File: src/rtl/weight_stream_sink_pkg.sv
// Shared types and helpers for the weight stream sink.
// Holds the capture FSM state enum and the tensor depth calculation.
package weight_stream_sink_pkg;

    typedef enum logic [1:0] {
        IDLE = 2'd0,
        LOAD = 2'd1,
        FULL = 2'd2
    } ws_state_t;

    // Beats needed to move one whole tensor.
    function automatic int calc_depth(
        input int t0,
        input int t1,
        input int p0,
        input int p1
    );
        return (t0 / p0) * (t1 / p1);
    endfunction

endpackage

File: src/rtl/weight_stream_sink_ram.sv
// Simple dual-port beat store: one write port, one read port with a
// two-stage registered read. Ports: clk/rst, we/waddr/wdata, re/raddr, rdata/rvalid.
module weight_stream_sink_ram #(
    parameter int WIDTH = 64,
    parameter int DEPTH = 8,
    parameter int AW    = 4
) (
    input  logic             clk,
    input  logic             rst,
    input  logic             we,
    input  logic [AW-1:0]    waddr,
    input  logic [WIDTH-1:0] wdata,
    input  logic             re,
    input  logic [AW-1:0]    raddr,
    output logic [WIDTH-1:0] rdata,
    output logic             rvalid
);

    localparam int IW = AW - 1;

    logic [WIDTH-1:0] mem [2**IW];

    logic             v1_q, v1_d;
    logic             v2_q, v2_d;
    logic [WIDTH-1:0] d1_q, d1_d;
    logic [WIDTH-1:0] d2_q, d2_d;

    // Contents survive reset on purpose.
    always_ff @(posedge clk) begin
        if (we && !waddr[AW-1]) begin
            mem[waddr[IW-1:0]] <= wdata;
        end
    end

    // Stage 1 samples the array on the same edge as a write, so a
    // colliding read sees the old word.
    always_comb begin
        v1_d = re;
        d1_d = '0;
        if (raddr < AW'(DEPTH)) begin
            d1_d = mem[raddr[IW-1:0]];
        end
        v2_d = v1_q;
        d2_d = d1_q;
    end

    always_ff @(posedge clk) begin
        if (rst) begin
            v1_q <= 1'b0;
            v2_q <= 1'b0;
            d1_q <= '0;
            d2_q <= '0;
        end else begin
            v1_q <= v1_d;
            v2_q <= v2_d;
            d1_q <= d1_d;
            d2_q <= d2_d;
        end
    end

    assign rdata  = d2_q;
    assign rvalid = v2_q;

endmodule

File: src/rtl/weight_stream_sink.sv
// Captures one tensor of weight beats into a local store and offers readback.
// Ports: clk/rst, data_in stream (valid/ready), load_start/load_done,
// beat_count, and a 2-cycle readback port (rd_addr/rd_en -> rd_data/rd_valid).
module weight_stream_sink
    import weight_stream_sink_pkg::*;
#(
    parameter int DATA_PRECISION_0  = 16,
    parameter int DATA_PRECISION_1  = 3,
    parameter int TENSOR_SIZE_DIM_0 = 32,
    parameter int TENSOR_SIZE_DIM_1 = 1,
    parameter int PARALLELISM_DIM_0 = 4,
    parameter int PARALLELISM_DIM_1 = 1,
    parameter int DEPTH = calc_depth(TENSOR_SIZE_DIM_0, TENSOR_SIZE_DIM_1,
                                     PARALLELISM_DIM_0, PARALLELISM_DIM_1),
    localparam int NP = PARALLELISM_DIM_0 * PARALLELISM_DIM_1,
    localparam int AW = $clog2(DEPTH) + 1,
    localparam int BW = DATA_PRECISION_0 * NP
) (
    input  logic                        clk,
    input  logic                        rst,
    input  logic [DATA_PRECISION_0-1:0] data_in [NP],
    input  logic                        data_in_valid,
    output logic                        data_in_ready,
    input  logic                        load_start,
    output logic                        load_done,
    output logic [AW-1:0]               beat_count,
    input  logic [AW-1:0]               rd_addr,
    input  logic                        rd_en,
    output logic [BW-1:0]               rd_data,
    output logic                        rd_valid
);

    // Parallelism must tile the tensor and the fraction must fit the word.
    if ((TENSOR_SIZE_DIM_0 % PARALLELISM_DIM_0) != 0 ||
        (TENSOR_SIZE_DIM_1 % PARALLELISM_DIM_1) != 0 ||
        DATA_PRECISION_1 > DATA_PRECISION_0) begin : g_bad_cfg
        $error("weight_stream_sink: illegal parameter set");
    end

    ws_state_t     state_q, state_d;
    logic [AW-1:0] wr_ptr_q, wr_ptr_d;
    logic [AW-1:0] beat_count_q, beat_count_d;
    logic          we;
    logic [BW-1:0] wdata;

    always_comb begin
        wdata = '0;
        for (int j = 0; j < NP; j++) begin
            wdata[DATA_PRECISION_0*j +: DATA_PRECISION_0] = data_in[j];
        end
    end

    always_ff @(posedge clk) begin
        if (rst) begin
            state_q      <= IDLE;
            wr_ptr_q     <= '0;
            beat_count_q <= '0;
        end else begin
            state_q      <= state_d;
            wr_ptr_q     <= wr_ptr_d;
            beat_count_q <= beat_count_d;
        end
    end

    // load_start wins over a same-cycle beat, which is dropped.
    always_comb begin
        state_d      = state_q;
        wr_ptr_d     = wr_ptr_q;
        beat_count_d = beat_count_q;
        we           = 1'b0;
        if (load_start) begin
            state_d      = LOAD;
            wr_ptr_d     = '0;
            beat_count_d = '0;
        end else begin
            unique case (state_q)
                LOAD: begin
                    if (data_in_valid) begin
                        we           = !rst;
                        wr_ptr_d     = wr_ptr_q + 1'b1;
                        beat_count_d = beat_count_q + 1'b1;
                        if (wr_ptr_q == AW'(DEPTH - 1)) begin
                            state_d = FULL;
                        end
                    end
                end
                IDLE, FULL: begin
                    state_d = state_q;
                end
                default: begin
                    state_d = IDLE;
                end
            endcase
        end
    end

    always_comb begin
        data_in_ready = (state_q == LOAD);
        load_done     = (state_q == FULL);
        beat_count    = beat_count_q;
    end

    weight_stream_sink_ram #(
        .WIDTH (BW),
        .DEPTH (DEPTH),
        .AW    (AW)
    ) u_ram (
        .clk    (clk),
        .rst    (rst),
        .we     (we),
        .waddr  (wr_ptr_q),
        .wdata  (wdata),
        .re     (rd_en),
        .raddr  (rd_addr),
        .rdata  (rd_data),
        .rvalid (rd_valid)
    );

endmodule

File: config.mk
export PLATFORM = sky130hd
export DESIGN_NAME = weight_stream_sink
export DESIGN_NICKNAME = d
export VERILOG_FILES = /design/src/rtl/weight_stream_sink_pkg.sv /design/src/rtl/weight_stream_sink_ram.sv /design/src/rtl/weight_stream_sink.sv
export SDC_FILE = /design/constraint.sdc
export NUM_CORES = 1
export LEC_CHECK = 0
export CORE_UTILIZATION = 45
export CTS_CLUSTER_SIZE = 28
export DETAILED_ROUTE_END_ITERATION = 10
export GPL_TIMING_DRIVEN = 0
export PLACE_DENSITY = 0.72
export SYNTH_ARGS = -nofsm -noshare
export SYNTH_HDL_FRONTEND = slang
export SYNTH_SLANG_ARGS = --single-unit
File: constraint.sdc
create_clock -name clk -period 17.95 [get_ports clk]
set_input_delay 4.4875 -clock clk [delete_from_list [all_inputs] [get_ports clk]]
set_output_delay 4.4875 -clock clk [all_outputs]
set_load 0.03 [all_outputs]
==> metrics.csv <==
metric,value,unit
status,finished clean,
Worst Min Path Start,u_ram.d1_q[37]$_SDFF_PP0_,
Mapped Cells,1287,
synthesized cell area,23100,um^2
PortBufs,141,
die height,229,um
drt first pass iters,5,
"reg-to-reg slack, setup",15110,ps
initial antenna violation count,5,
hold endpoint,u_ram.rdata[37]$_SDFF_PP0_,
Final min period,6910,ps
Fin Clk Skew,10.1,ps
Slew Limit Headroom,0.287,
number of nets in the layout,1594,
die area,52300,um^2
gr usage total,0.189,
CTS Buf Count,61,
final setup TNS,0,ps
register bit total from synthesis,652,
DIE WIDTH,229,um
Slew @ Worst Pin,1070,ps
Synth cell types,32,
Worst Path Arrival,7220,ps
WHS Path Cells,1,
CTS tree,built,
Core ar.,50400,um^2
grt ovf,0,
Wirelength per Cell,22.0,um
worst-case reg-to-reg path depth,6,
"Top FF cell, synth",edfxtp_1,
Post-synth EDFFs,512,
PostCTS Resize Cnt,0,
DRT antenna net count,0,
RR Endpoint,u_ram.mem[0][42]$_DFFE_PP_,
reg2reg start,state_q[0]$_SDFFE_PP0P_,
top cell type's share of synthesized area,0.665,
drt drc,0,
final hold vios,0,
Hold Path Class,reg -> reg,
"count leader, synth",edfxtp_1,
# IOs,144,
CTS Buffer Depth,3,
Root Buffer,clkbuf_16,
Required @ worst endpoint,18270,ps
MaxCap Viol Count,0,
dominant cells by area after synthesis,"edfxtp_1 67%, dfxtp_1 12%, mux2i_1 11%",
worst setup path class,in -> reg,
register area share after synthesis,0.787,
Crit. End Element,register,
Vias/cell,5.27,
Starting Density,0.459,
Final period util,0.385,
Clock Latency Late Sink,620,ps
layout cells sized above 1,0.118,
critical path peak fanout,10,
fmax,145,MHz
Rows,82,
startpoint types,primary input,
P&R area growth vs syn,21.3,%
# setup viols final,0,
max-slew violations,0,
VDD IR max,0.0784,mV
# H-tree levels,2,
Post-DP Area,25900,um^2
P_leak,10.0,nW
Synth async-reset ratio,0,
global-route wire length before repair,73.7,mm
number of global-route vias before repair,12195,
dpl hpwl,30.8,mm
"top cells by count, synth","512 x edfxtp_1, 256 x mux2i_1, 140 x dfxtp_1",
syn avg cell area,18.0,um^2
hold_buf cts,0,
clock-pin slew on the worst setup and hold paths,60,ps
via count,11846,
CTS Sinks,652,
biggest area consumer among synthesized cells,edfxtp_1,
Mapped Nets,1362,
RSZ-0062 raised after global routing,false,
# Post-CTS Setup Buffers,0,
Layout Cell Area excl Fill,28000,um^2
final wirelength,49.5,mm
largest net degree at the start of global routing,27,
Yosys warning total,0,
initial drt markers,857,
Final Wtd Congestion,0.781,
Cell Pwr Density,111,nW/um^2
-- report_power, final --
part	switching, W	total, W	internal [W]
registers	0.00000446	0.00165	0.00164
logic	0.0000732	0.000128	0.0000545
clock network	0.000536	0.00134	0.000807
-- worst max-delay path by stage --
stage | start | to | cells after the start
after global routing | rst | u_ram.mem[0][10]$_DFFE_PP_ | 8
final | rst | u_ram.mem[0][42]$_DFFE_PP_ | 8
after floorplan | data_in_valid | u_ram.mem[4][0]$_DFFE_PP_ | 4
after CTS | rst | u_ram.mem[0][42]$_DFFE_PP_ | 8
after detailed placement | rst | u_ram.mem[0][2]$_DFFE_PP_ | 8
after global placement | rst | u_ram.mem[0][2]$_DFFE_PP_ | 5
-- routing by layer --
metal,share of wire,global-route usage
met1,0.42,0.242
met4,0.026,0.0682
met3,0.058,0.0311
met5,0.00046,0
met2,0.50,0.324
-- critical path: stages --
cell	delay (ps)
clkdlybuf4s50_1	460
buf_6	180
or3_1	370
or3_1	490
nor3_2	570
buf_6	260
buf_6	190
buf_6	190
-- kinds of logic (layout without fill, tap and decap cells) --
kind of cell               count (synthesis)  in the layout  synth area share
buffers and inverters                     68            352            0.0178
xor gates and xnor gates                   4              4           0.00152
adders and majority gates                  2              2           0.00108
and+or+nand+nor                          169            169            0.0452
muxes                                    256            256             0.111
DFF                                      652            652             0.787
AOI/OAI and AO/OA                        136            136            0.0367
other                                      0              4                 0
-- registers in the layout, summed over array words and instances (netlist names) --
| signal | cells |
|---|---|
| u_ram.mem | 512 |
| u_ram.d1_q | 64 |
| u_ram.rdata | 64 |
| beat_count | 4 |
| wr_ptr_q | 4 |
| state_q | 2 |
| u_ram.rvalid | 1 |
| u_ram.v1_q | 1 |
-- final cells by class --
cell class,count,area [um^2]
tap,672,841
antenna,4,10.0
timing repair buffer,169,1890
multi-input combinational,567,4570
clock buffer,85,1780
fill,3769,22300
inverter,1,3.75
sequential,652,18200
buffer,67,408
clock inverter,30,354
-- through the flow --
step	total power (W)	utilization	cells	setup slack (ps)	hold slack, ps
2_1_floorplan	0.00174	-	1287	7670	414
3_3_place_gp	0.00180	0.503	2100	2870	423
3_5_place_dp	0.00181	0.514	2128	10410	423
4_1_cts	0.00314	0.556	2243	11060	435
5_1_grt	0.00321	0.556	2246	10930	446
6_report	0.00312	0.556	2247	11040	430
-- placed cells by master, fill, tap and decap left out, drive strengths merged, types with 3 or more instances in the layout --
cell | synthesis | final
nand2 | 3 | 3
or3 | 4 | 4
xor2 | 3 | 3
nand3 | 3 | 3
buf | 51 | 79
clkinv | 0 | 18
diode | 0 | 4
nor2 | 12 | 12
nor2b | 68 | 68
bufinv | 0 | 8
inv | 1 | 3
edfxtp | 512 | 512
clkbuf | 16 | 101
o22ai | 128 | 128
dfxtp | 140 | 140
nand4b | 4 | 4
clkdlybuf4s50 | 0 | 141
mux2i | 256 | 256
a21oi | 4 | 4
or2 | 65 | 65
No activity file was read; power rests on OpenSTA's default activity.
